File: src/rtl/frequency_generator_if.sv
// Request/response bundle of the frequency generator: BCD edge request,
// window length update, and the generated square wave with its status flags.
`timescale 1ns/1ps
interface frequency_generator_if #(
  parameter int BITS = 12
);
  logic [3:0]      tens_count;
  logic [3:0]      unit_count;
  logic            load;
  logic [BITS-1:0] period;
  logic            period_load;
  logic            signal;
  logic            window_start;
  logic            busy;

  modport master (
    output tens_count, unit_count, load, period, period_load,
    input  signal, window_start, busy
  );

  modport slave (
    input  tens_count, unit_count, load, period, period_load,
    output signal, window_start, busy
  );
endinterface

File: src/rtl/frequency_generator.sv
// Frequency generator: produces a square wave with a BCD-programmed number of
// rising edges per window of (update_period + 1) clocks. Edges are spread with
// a first-order accumulator; the BCD request is converted by repeated addition.
`timescale 1ns/1ps
module frequency_generator #(
  parameter int UPDATE_PERIOD = 1200,
  parameter int BITS          = 12
) (
  input  logic                 clk,
  input  logic                 reset,
  frequency_generator_if.slave bus
);

  localparam int SUM_W = BITS + 1;

  typedef enum logic [1:0] {
    IDLE    = 2'd0,
    CONVERT = 2'd1,
    RUN     = 2'd2
  } state_t;

  state_t          state;
  logic [3:0]      tens_r;
  logic [6:0]      edges;
  logic [BITS-1:0] acc;
  logic [BITS-1:0] win_cnt;
  logic [BITS-1:0] update_period;
  logic            sig_r;
  logic            ws_r;
  logic            busy_r;

  logic [SUM_W-1:0] edges_x2;
  logic [SUM_W-1:0] limit;
  logic [SUM_W-1:0] sum;
  logic [SUM_W-1:0] excess;
  logic             saturate;
  logic             overflow;
  logic             wrap;

  // BCD digits above 9 are read as 9.
  function automatic logic [3:0] clamp_bcd(input logic [3:0] d);
    return (d > 4'd9) ? 4'd9 : d;
  endfunction

  // Accumulator arithmetic: each cycle adds 2*edges against a modulus of window length.
  always_comb begin
    edges_x2 = SUM_W'({edges, 1'b0});
    limit    = {1'b0, update_period} + SUM_W'(1);
    sum      = {1'b0, acc} + edges_x2;
    excess   = sum - limit;
    saturate = (edges_x2 >= limit);
    overflow = (sum >= limit);
    wrap     = (win_cnt == update_period);
  end

  // Control FSM with registered outputs; load overrides everything but reset.
  always_ff @(posedge clk) begin
    if (reset) begin
      state         <= IDLE;
      tens_r        <= 4'd0;
      edges         <= 7'd0;
      acc           <= '0;
      win_cnt       <= '0;
      update_period <= BITS'(UPDATE_PERIOD);
      sig_r         <= 1'b0;
      ws_r          <= 1'b0;
      busy_r        <= 1'b0;
    end else begin
      if (bus.period_load)
        update_period <= bus.period;

      if (bus.load) begin
        tens_r <= clamp_bcd(bus.tens_count);
        edges  <= {3'b000, clamp_bcd(bus.unit_count)};
        state  <= CONVERT;
        busy_r <= 1'b1;
        sig_r  <= 1'b0;
        ws_r   <= 1'b0;
      end else begin
        case (state)
          IDLE: begin
            sig_r  <= 1'b0;
            ws_r   <= 1'b0;
            busy_r <= 1'b0;
          end

          CONVERT: begin
            if (tens_r == 4'd0) begin
              // First RUN cycle opens a window with a clean accumulator.
              state   <= RUN;
              win_cnt <= '0;
              acc     <= '0;
              busy_r  <= 1'b0;
              ws_r    <= 1'b1;
              sig_r   <= 1'b0;
            end else begin
              edges  <= edges + 7'd10;
              tens_r <= tens_r - 4'd1;
            end
          end

          RUN: begin
            if (bus.period_load) begin
              // New window length: restart the window from scratch.
              acc     <= '0;
              win_cnt <= '0;
              sig_r   <= 1'b0;
              ws_r    <= 1'b1;
            end else begin
              win_cnt <= wrap ? '0 : win_cnt + 1'b1;
              ws_r    <= wrap;
              if (saturate) begin
                sig_r <= ~sig_r;
                acc   <= '0;
              end else if (overflow) begin
                sig_r <= ~sig_r;
                acc   <= excess[BITS-1:0];
              end else begin
                acc   <= sum[BITS-1:0];
              end
            end
          end

          default: begin
            state  <= IDLE;
            sig_r  <= 1'b0;
            ws_r   <= 1'b0;
            busy_r <= 1'b0;
          end
        endcase
      end
    end
  end

  assign bus.signal       = sig_r;
  assign bus.window_start = ws_r;
  assign bus.busy         = busy_r;

endmodule

File: src/flat_wrapper.sv
// flat-port wrapper written by rule: the top's interface ports become plain ports
module frequency_generator_flat 
#(
  parameter int UPDATE_PERIOD = 1200,
  parameter int BITS          = 12
)
  (clk, reset, bus_tens_count, bus_unit_count, bus_load, bus_period, bus_period_load, bus_signal, bus_window_start, bus_busy);
  frequency_generator_if #(.BITS(BITS)) bus_i ();
  input  logic clk;
  input  logic reset;
  input wire logic [$bits(bus_i.tens_count)-1:0] bus_tens_count;
  input wire logic [$bits(bus_i.unit_count)-1:0] bus_unit_count;
  input wire logic [$bits(bus_i.load)-1:0] bus_load;
  input wire logic [$bits(bus_i.period)-1:0] bus_period;
  input wire logic [$bits(bus_i.period_load)-1:0] bus_period_load;
  output wire logic [$bits(bus_i.signal)-1:0] bus_signal;
  output wire logic [$bits(bus_i.window_start)-1:0] bus_window_start;
  output wire logic [$bits(bus_i.busy)-1:0] bus_busy;
  assign bus_i.tens_count = bus_tens_count;
  assign bus_i.unit_count = bus_unit_count;
  assign bus_i.load = bus_load;
  assign bus_i.period = bus_period;
  assign bus_i.period_load = bus_period_load;
  assign bus_signal = bus_i.signal;
  assign bus_window_start = bus_i.window_start;
  assign bus_busy = bus_i.busy;
  frequency_generator #(.UPDATE_PERIOD(UPDATE_PERIOD), .BITS(BITS)) u_core (.clk(clk), .reset(reset), .bus(bus_i));
endmodule
File: config.mk
export PLATFORM = sky130hd
export DESIGN_NAME = frequency_generator_flat
export DESIGN_NICKNAME = d
export VERILOG_FILES = /design/src/rtl/frequency_generator_if.sv /design/src/rtl/frequency_generator.sv /design/src/flat_wrapper.sv
export SDC_FILE = /design/constraint.sdc
export NUM_CORES = 1
export LEC_CHECK = 0
export ABC_CLOCK_PERIOD_IN_PS = 3100
export BUFFER_PORTS_ARGS = -buffer_cell sky130_fd_sc_hd__buf_2
export CAP_MARGIN = 20
export CORE_UTILIZATION = 48
export DETAILED_ROUTE_END_ITERATION = 10
export HOLD_SLACK_MARGIN = 0.1
export PLACE_DENSITY = 0.66
export RECOVER_POWER = 100
export SETUP_SLACK_MARGIN = 0.1
export SLEW_MARGIN = 40
export SYNTH_ARGS = -nofsm -noshare
export SYNTH_HDL_FRONTEND = slang
export SYNTH_SLANG_ARGS = --single-unit
File: constraint.sdc
create_clock -name clk -period 3.1 [get_ports clk]
set_input_delay 0.155 -clock clk [delete_from_list [all_inputs] [get_ports clk]]
set_output_delay 0.155 -clock clk [all_outputs]
set_load 0.005 [all_outputs]
==> impl_metrics.csv, run 1 <==
group,metric,value,unit
synthesis,synth.distinct_cells,61,
grt,grt_start_max_net_pins,28,
synthesis,syn_area,3820,um^2
routing,routed_wirelength,9580,um
routing,drt-vias-per-instance,5.60,
place,postPlaceCellArea,4270,um^2
cts,path_clk_slew,110,ps
cells_and_area,layout-area-overhead-vs-synth,23.1,%
routing,wl_per_cell,15.2,um
floorplan,die_x,91.2,um
synthesis,yosysTopAreaCellShare,0.272,
worst_setup_path,worst_r2r_endpoint,"u_core.acc[11]",
timing,finalSetupViolCount,0,
min_path,min_path_cells,3,
timing,fin_ws,26.3,ps
synthesis,ys_warn_count,0,
worst_setup_path,r2r_cells,14,
timing,holdWs,119,ps
worst_setup_path,slowest_delay,360,ps
cells_and_area,antenna_cells,0,
floorplan,ios,27,
place,portBuffers,26,
floorplan,fp.coreArea,7730,um^2
routing,via_count,3531,
cells_and_area,layout-drive-gt1-share,0.216,
cells_and_area,stdcell_area,4710,um^2
min_path,holdCritPathClass,"in2reg",
synthesis,netlist_top_cells_area,"dfxtp_1, ha_1, xnor2_1",
worst_setup_path,worstPathRequired,3320,ps
worst_setup_path,critPathBufInv,0,
grt,antenna_found_initial,0,
min_path,holdPathEnd,"u_core.tens_r[3]",
worst_setup_path,reg2reg_from,"u_core.acc[1]",
floorplan,start_util,0.495,
pwr,p_leak,1.89,nW
cts,cts_sinks,52,
status,outcome,"finished clean",
pwr,peakVddDrop,277,uV
timing,fmax,325,MHz
synthesis,synth_edf_count,0,
worst_setup_path,path_class,"reg2reg",
worst_setup_path,path_cells,"ha_4 -> fa_2 -> a211o_1 -> a21oi_2 -> o21bai_1 -> xor2_1 -> ha_2 -> nand4_1 -> a21oi_2 -> o41ai_2 -> a21boi_1 -> o21a_1 -> o21ai_1 -> a32o_1",
grt,overflow,0,
place,dp_slack,-44.8,ps
timing,rsz0062_at_grt,"yes",
synthesis,ys.flop_type,"dfxtp_1",
worst_setup_path,critPathTopFamily,"compound AO/OA/AOI/OAI gates",
cts,cts_buffer_depth,2,
routing,ant_nets,0,
synthesis,netlist_instances,464,
routing,drt_iter0_markers,118,
timing,fin_crit_sh,0.992,
cells_and_area,nets,588,
flow_run,drv_cap,0,
worst_setup_path,cp_max_fo,4,
floorplan,fp.dieH,91.2,um
grt,grt_pass1_wl,16200,um
pwr,powerDensity,314,nW/um^2
place,dpl.hpwl,6980,um
worst_setup_path,cp_data_arrival_time,3300,ps
cts,ctsHtreeMaxLevel,2,
worst_setup_path,r2r_setup_slack,30,ps
grt,grt_pass1_vias,3483,
synthesis,async_flop_share,0,
synthesis,synth_top_cell_by_area,"dfxtp_1",
synthesis,synth.ff_latch_count,52,
timing,finClkSkew,7.59,ps
timing,drv_slew,0,
timing,period_minus_slack,3070,ps
timing,tightest_slew,579,ps
place,gp_congestion,0.855,
worst_setup_path,cpMostUsedCell,"a21oi_2",
cts,clockRootBuffer,"clkbuf_8",
cts,cts_tree,"built",
timing,slew-limit-headroom,0.614,
cts,clock_latency,320,ps
synthesis,syn_area_per_cell,8.24,um^2
min_path,hp-start,"bus_tens_count[3]",
routing,first_pass_iters,4,
cts,numCtsBuffers,5,
cells_and_area,mostFrequentLayoutCells,"nor2_1, dfxtp_1, nand2_1",
synthesis,ys_seq_area_frac,0.272,
pwr,total_power,1.48,mW
floorplan,die_area,8320,um^2
worst_setup_path,critPathSlowestCell,"ha_2",
floorplan,row_count,32,
worst_setup_path,start_kind,"flip-flop",
worst_setup_path,worstSetupEndpointType,"flip-flop",
routing,route.detailed.drc,0,
cells_and_area,layout_commonest_cell,"nor2_1",
grt,grt_usage,0.239,
timing,hold_violations,0,
synthesis,synth_nets,525,
[state kept, by name (all words and copies together) (netlist names)]
signal / count
u_core.tens_r: 4
u_core.edges: 7
u_core.bus.signal: 1
u_core.bus.window_start: 1
u_core.win_cnt: 12
u_core.bus.busy: 1
u_core.acc: 12
u_core.update_period: 12
u_core.state: 2
[cell families after synthesis]
family	after synthesis	share of synthesized area
AO/OA/AOI/OAI	115	0.192
XOR/XNOR	49	0.112
adder cells (fa/ha/maj)	37	0.125
buffers and inverters	35	0.0367
flip-flops	52	0.272
multiplexers	25	0.0658
AND/OR/NAND/NOR	151	0.196
[timing repair]
action,4_1_cts,5_1_grt
hold buffers,14,0
pin swaps,15,16
gates resized for setup,24,19
setup endpoints to repair,13,13
setup buffers,4,3
hold endpoints to repair,14,0
[layout make-up]
class	instances	area [um^2]
timing repair buffer	73	509
fill	684	3020
multi-input combinational	377	2850
inverter	18	67.6
clock buffer	5	68.8
clock inverter	3	27.5
tap	102	128
sequential	52	1050
[worst max-delay path by stage]
stage,end,cells past startpoint,start
finish,u_core.acc[11],14,u_core.acc[1]
global route,u_core.acc[11],14,u_core.acc[1]
CTS,u_core.acc[0],15,u_core.acc[1]
detailed placement,u_core.acc[0],15,u_core.acc[1]
global placement,u_core.acc[0],15,u_core.acc[1]
floorplan,u_core.acc[11],14,u_core.edges[1]
[cell usage after synthesis (2+ instances only)]
cell,count
o41ai_1,2
a211oi_1,6
and3_1,8
fa_1,2
or2_2,2
inv_1,17
or3_1,5
nand3_1,9
a211o_1,4
ha_1,35
o21ai_0,30
nor2b_1,3
dfxtp_1,52
o21a_1,5
clkbuf_2,3
and2_1,2
buf_2,4
o311ai_0,2
a21boi_0,3
nand2_1,40
o31a_1,3
nor2_1,55
a21oi_1,34
a21o_1,5
o31ai_1,3
o211ai_1,4
xnor2_1,30
nand4_1,9
buf_1,2
mux2i_1,24
nor3_1,6
xor2_1,19
clkbuf_1,8
[worst register-to-register path, cell delays in order, from the launching register on]
cell and delay (ps):
dfxtp_2 350, ha_4 170, fa_2 340, a211o_1 290
a21oi_2 170, o21bai_1 90, xor2_1 180, ha_2 370
nand4_1 140, a21oi_2 150, o41ai_2 100, a21boi_1 200
o21a_1 150, o21ai_1 50, a32o_1 240
[metrics by stage]
step / utilization / cells / setup TNS, ps
5_1_grt: 0.609 / 630 / -596
3_5_place_dp: 0.553 / 601 / -184
2_1_floorplan: - / 464 / 0
6_report: 0.609 / 630 / 0
4_1_cts: 0.598 / 627 / -2.13
3_3_place_gp: 0.553 / 601 / -134
[power breakdown]
part	leakage [nW]	switching, mW	internal (mW)
Sequential	0.427	0.0291	0.690
Clock	0.0463	0.264	0.167
Combinational	1.41	0.175	0.151
Total	1.89	0.469	1.01
[layer usage]
layer | wire length, um | track usage | up-vias
li1 | - | - | 1780
met1 | 4500 | 0.306 | 1673
met2 | 4590 | 0.417 | 65
met3 | 364 | 0.0377 | 13
met4 | 127 | 0.0608 | 0
met5 | 0 | 0 | -
Note: power is estimated with default switching activity, not from simulation.
==> inputs of run 2 (changes only) <==
ABC_AREA = 1   (was unset)
==> impl_metrics.csv, run 2 <==
group,metric,value,unit
cells_and_area,antenna_cells,0,
synthesis,netlist_instances,631,
grt,busiest_layer,"met2",
cts,path_clk_slew,110,ps
synthesis,syn_area_per_cell,6.64,um^2
pwr,powerDensity,310,nW/um^2
synthesis,synth_top_cell_by_area,"dfxtp_1",
timing,slew-limit-headroom,0.639,
floorplan,row_count,33,
cts,cts_tree,"built",
synthesis,synth_common_cells,"nand2_1, inv_1, nor2_1",
grt,grt_pass1_wl,17500,um
grt,antenna_found_initial,0,
worst_setup_path,cp_data_arrival_time,3190,ps
synthesis,synth.distinct_cells,44,
pwr,peakVddDrop,191,uV
grt,grt_start_max_net_pins,23,
timing,drv_slew,0,
cts,numCtsBuffers,5,
cells_and_area,layout_commonest_cell,"nand2_1",
worst_setup_path,cp_max_fo,6,
worst_setup_path,r2r_cells,18,
routing,drt_iter0_markers,169,
worst_setup_path,worstSetupEndpointType,"flip-flop",
timing,holdWs,124,ps
routing,routed_wirelength,11200,um
routing,wl_per_cell,14.3,um
min_path,min_path_cells,3,
timing,finalSetupViolCount,0,
timing,period_minus_slack,3000,ps
min_path,holdCritPathClass,"in2reg",
synthesis,synth_edf_count,0,
pwr,total_power,1.56,mW
cts,cts_buffer_depth,2,
cts,clock_latency,310,ps
pwr,internal-power,1.03,mW
synthesis,ys.flop_type,"dfxtp_1",
synthesis,yosysMostFrequentCell,"nand2_1",
status,outcome,"finished clean",
routing,via_count,4175,
floorplan,fp.dieH,95.4,um
place,dpl.hpwl,8050,um
cells_and_area,fillers,824,
place,portBuffers,26,
synthesis,ys_warn_count,0,
pwr,power_switching_share,0.336,
grt,use_met3,0.0263,
grt,overflow,0,
synthesis,netlist_top_cells_area,"dfxtp_1, nand2_1, ha_1",
grt,grt_pass1_vias,3828,
synthesis,synth.ff_latch_count,52,
pwr,p_leak,2.34,nW
synthesis,async_flop_share,0,
grt,gr-usage-met2,0.445,
timing,hold_violations,0,
routing,route.detailed.drc,0,
floorplan,fp.coreArea,8340,um^2
synthesis,yosysTopAreaCellShare,0.248,
timing,fin_ws,96.3,ps
routing,first_pass_iters,4,
timing,fin_crit_sh,0.969,
timing,tightest_slew,541,ps
pwr,pwr-share-clk,0.276,
grt,grt_usage,0.246,
pwr,power_frac_comb,0.257,
timing,fin_tns_setup,0,ps
floorplan,die_area,9110,um^2
floorplan,ios,27,
worst_setup_path,reg2reg_from,"u_core.acc[1]",
cells_and_area,multi_input_area,3010,um^2
worst_setup_path,start_kind,"flip-flop",
cts,cts_sinks,52,
place,gp_congestion,0.907,
worst_setup_path,worstPathRequired,3290,ps
cells_and_area,mostFrequentLayoutCells,"nand2_1, inv_1, nor2_1",
worst_setup_path,r2r_setup_slack,100,ps
timing,finClkSkew,10.0,ps
cells_and_area,reg_top3,"u_core.acc x12, u_core.update_period x12, u_core.win_cnt x12",
synthesis,syn_area,4190,um^2
synthesis,synth_nets,692,
routing,ant_nets,0,
timing,fmax,333,MHz
synthesis,ys_seq_area_frac,0.248,
routing,drt-vias-per-instance,5.34,
worst_setup_path,worst_r2r_endpoint,"u_core.acc[10]",
floorplan,die_x,95.4,um
pwr,p_switching,523,uW
place,dp_slack,-46.1,ps
cells_and_area,layout-drive-gt1-share,0.189,
cells_and_area,seqCellArea,1050,um^2
min_path,holdPathEnd,"u_core.update_period[8]",
timing,rsz0062_at_grt,"yes",
flow_run,drv_cap,0,
min_path,hp-start,"bus_period[8]",
floorplan,start_util,0.503,
grt,use_met1,0.307,
cts,ctsHtreeMaxLevel,2,
pwr,p_seq_frac,0.467,
cells_and_area,layout-area-overhead-vs-synth,19.8,%
cells_and_area,nets,737,
worst_setup_path,path_class,"reg2reg",
cts,clockRootBuffer,"clkbuf_8",
==> run 2: logic make-up after synthesis <==
logic type,after synthesis,share of synthesized area
and+or+nand+nor,309,0.339
DFF,52,0.248
xor gates and xnor gates,36,0.0770
buffers and inverters,107,0.102
adders and majority gates,37,0.114
AOI/OAI and AO/OA,90,0.120
==> run 2: layout make-up <==
type / instances / share of cell area
sequential: 52 / 0.209
multi-input combinational: 472 / 0.600
clock inverter: 1 / 0.00150
tap: 105 / 0.0262
clock buffer: 7 / 0.0172
timing repair buffer: 54 / 0.0780
inverter: 91 / 0.0680
==> run 2: power by group through the flow <==
stage / Combinational, mW / Clock, mW / Sequential, mW
3_3_place_gp: 0.355 / 0 / 0.739
3_5_place_dp: 0.362 / 0 / 0.740
4_1_cts: 0.379 / 0.437 / 0.725
6_report: 0.400 / 0.429 / 0.727
5_1_grt: 0.447 / 0.460 / 0.732
2_1_floorplan: 0.273 / 0 / 0.731
==> run 2: critical path, cell delays in order, from the launching register on <==
cell	delay, ps
dfxtp_2	350
ha_4	160
fa_2	380
nand3_2	100
nand3_4	90
nand3_4	100
nand3_4	90
xor2_2	190
inv_2	60
ha_4	310
nand2_4	60
inv_2	50
nand4_1	120
nor2_4	150
nand3b_1	250
clkbuf_16	210
nand3_1	60
nand4_1	90
a21oi_1	60
==> run 2: timing repair <==
| item | 4_1_cts | 5_1_grt |
|---|---|---|
| hold buffers | 8 | 0 |
| cloned | 1 | 1 |
| setup buffers | 0 | 4 |
| endpoints found under the setup margin | 13 | 13 |
| resized for setup | 22 | 51 |
| pin swaps | 5 | 22 |
| endpoints found under the hold margin | 8 | 0 |
==> run 2: worst max path at each step <==
stage / from / end / slack, ps / cells after the start
finish: u_core.acc[1] / u_core.acc[10] / 100 / 18
global route: u_core.acc[1] / u_core.acc[10] / -90 / 17
CTS: u_core.acc[1] / u_core.acc[0] / 100 / 18
detailed placement: u_core.acc[1] / u_core.acc[0] / -50 / 19
global placement: u_core.edges[4] / u_core.bus.signal / 20 / 18
floorplan: u_core.acc[1] / u_core.acc[1] / 200 / 18
==> run 2: per-layer routing <==
layer / wire [um] / vias up
met3: 271 / 20
met2: 5640 / 71
met4: 219 / 0
li1: - / 2141
met5: 0 / -
met1: 5070 / 1943
==> run 2: stage by stage <==
step           area [um^2]  utilization  cells
5_1_grt               5020        0.602    782
2_1_floorplan         4190            -    631
3_3_place_gp          4480        0.538    760
6_report              5020        0.602    782
4_1_cts               4770        0.572    777
3_5_place_dp          4480        0.538    760
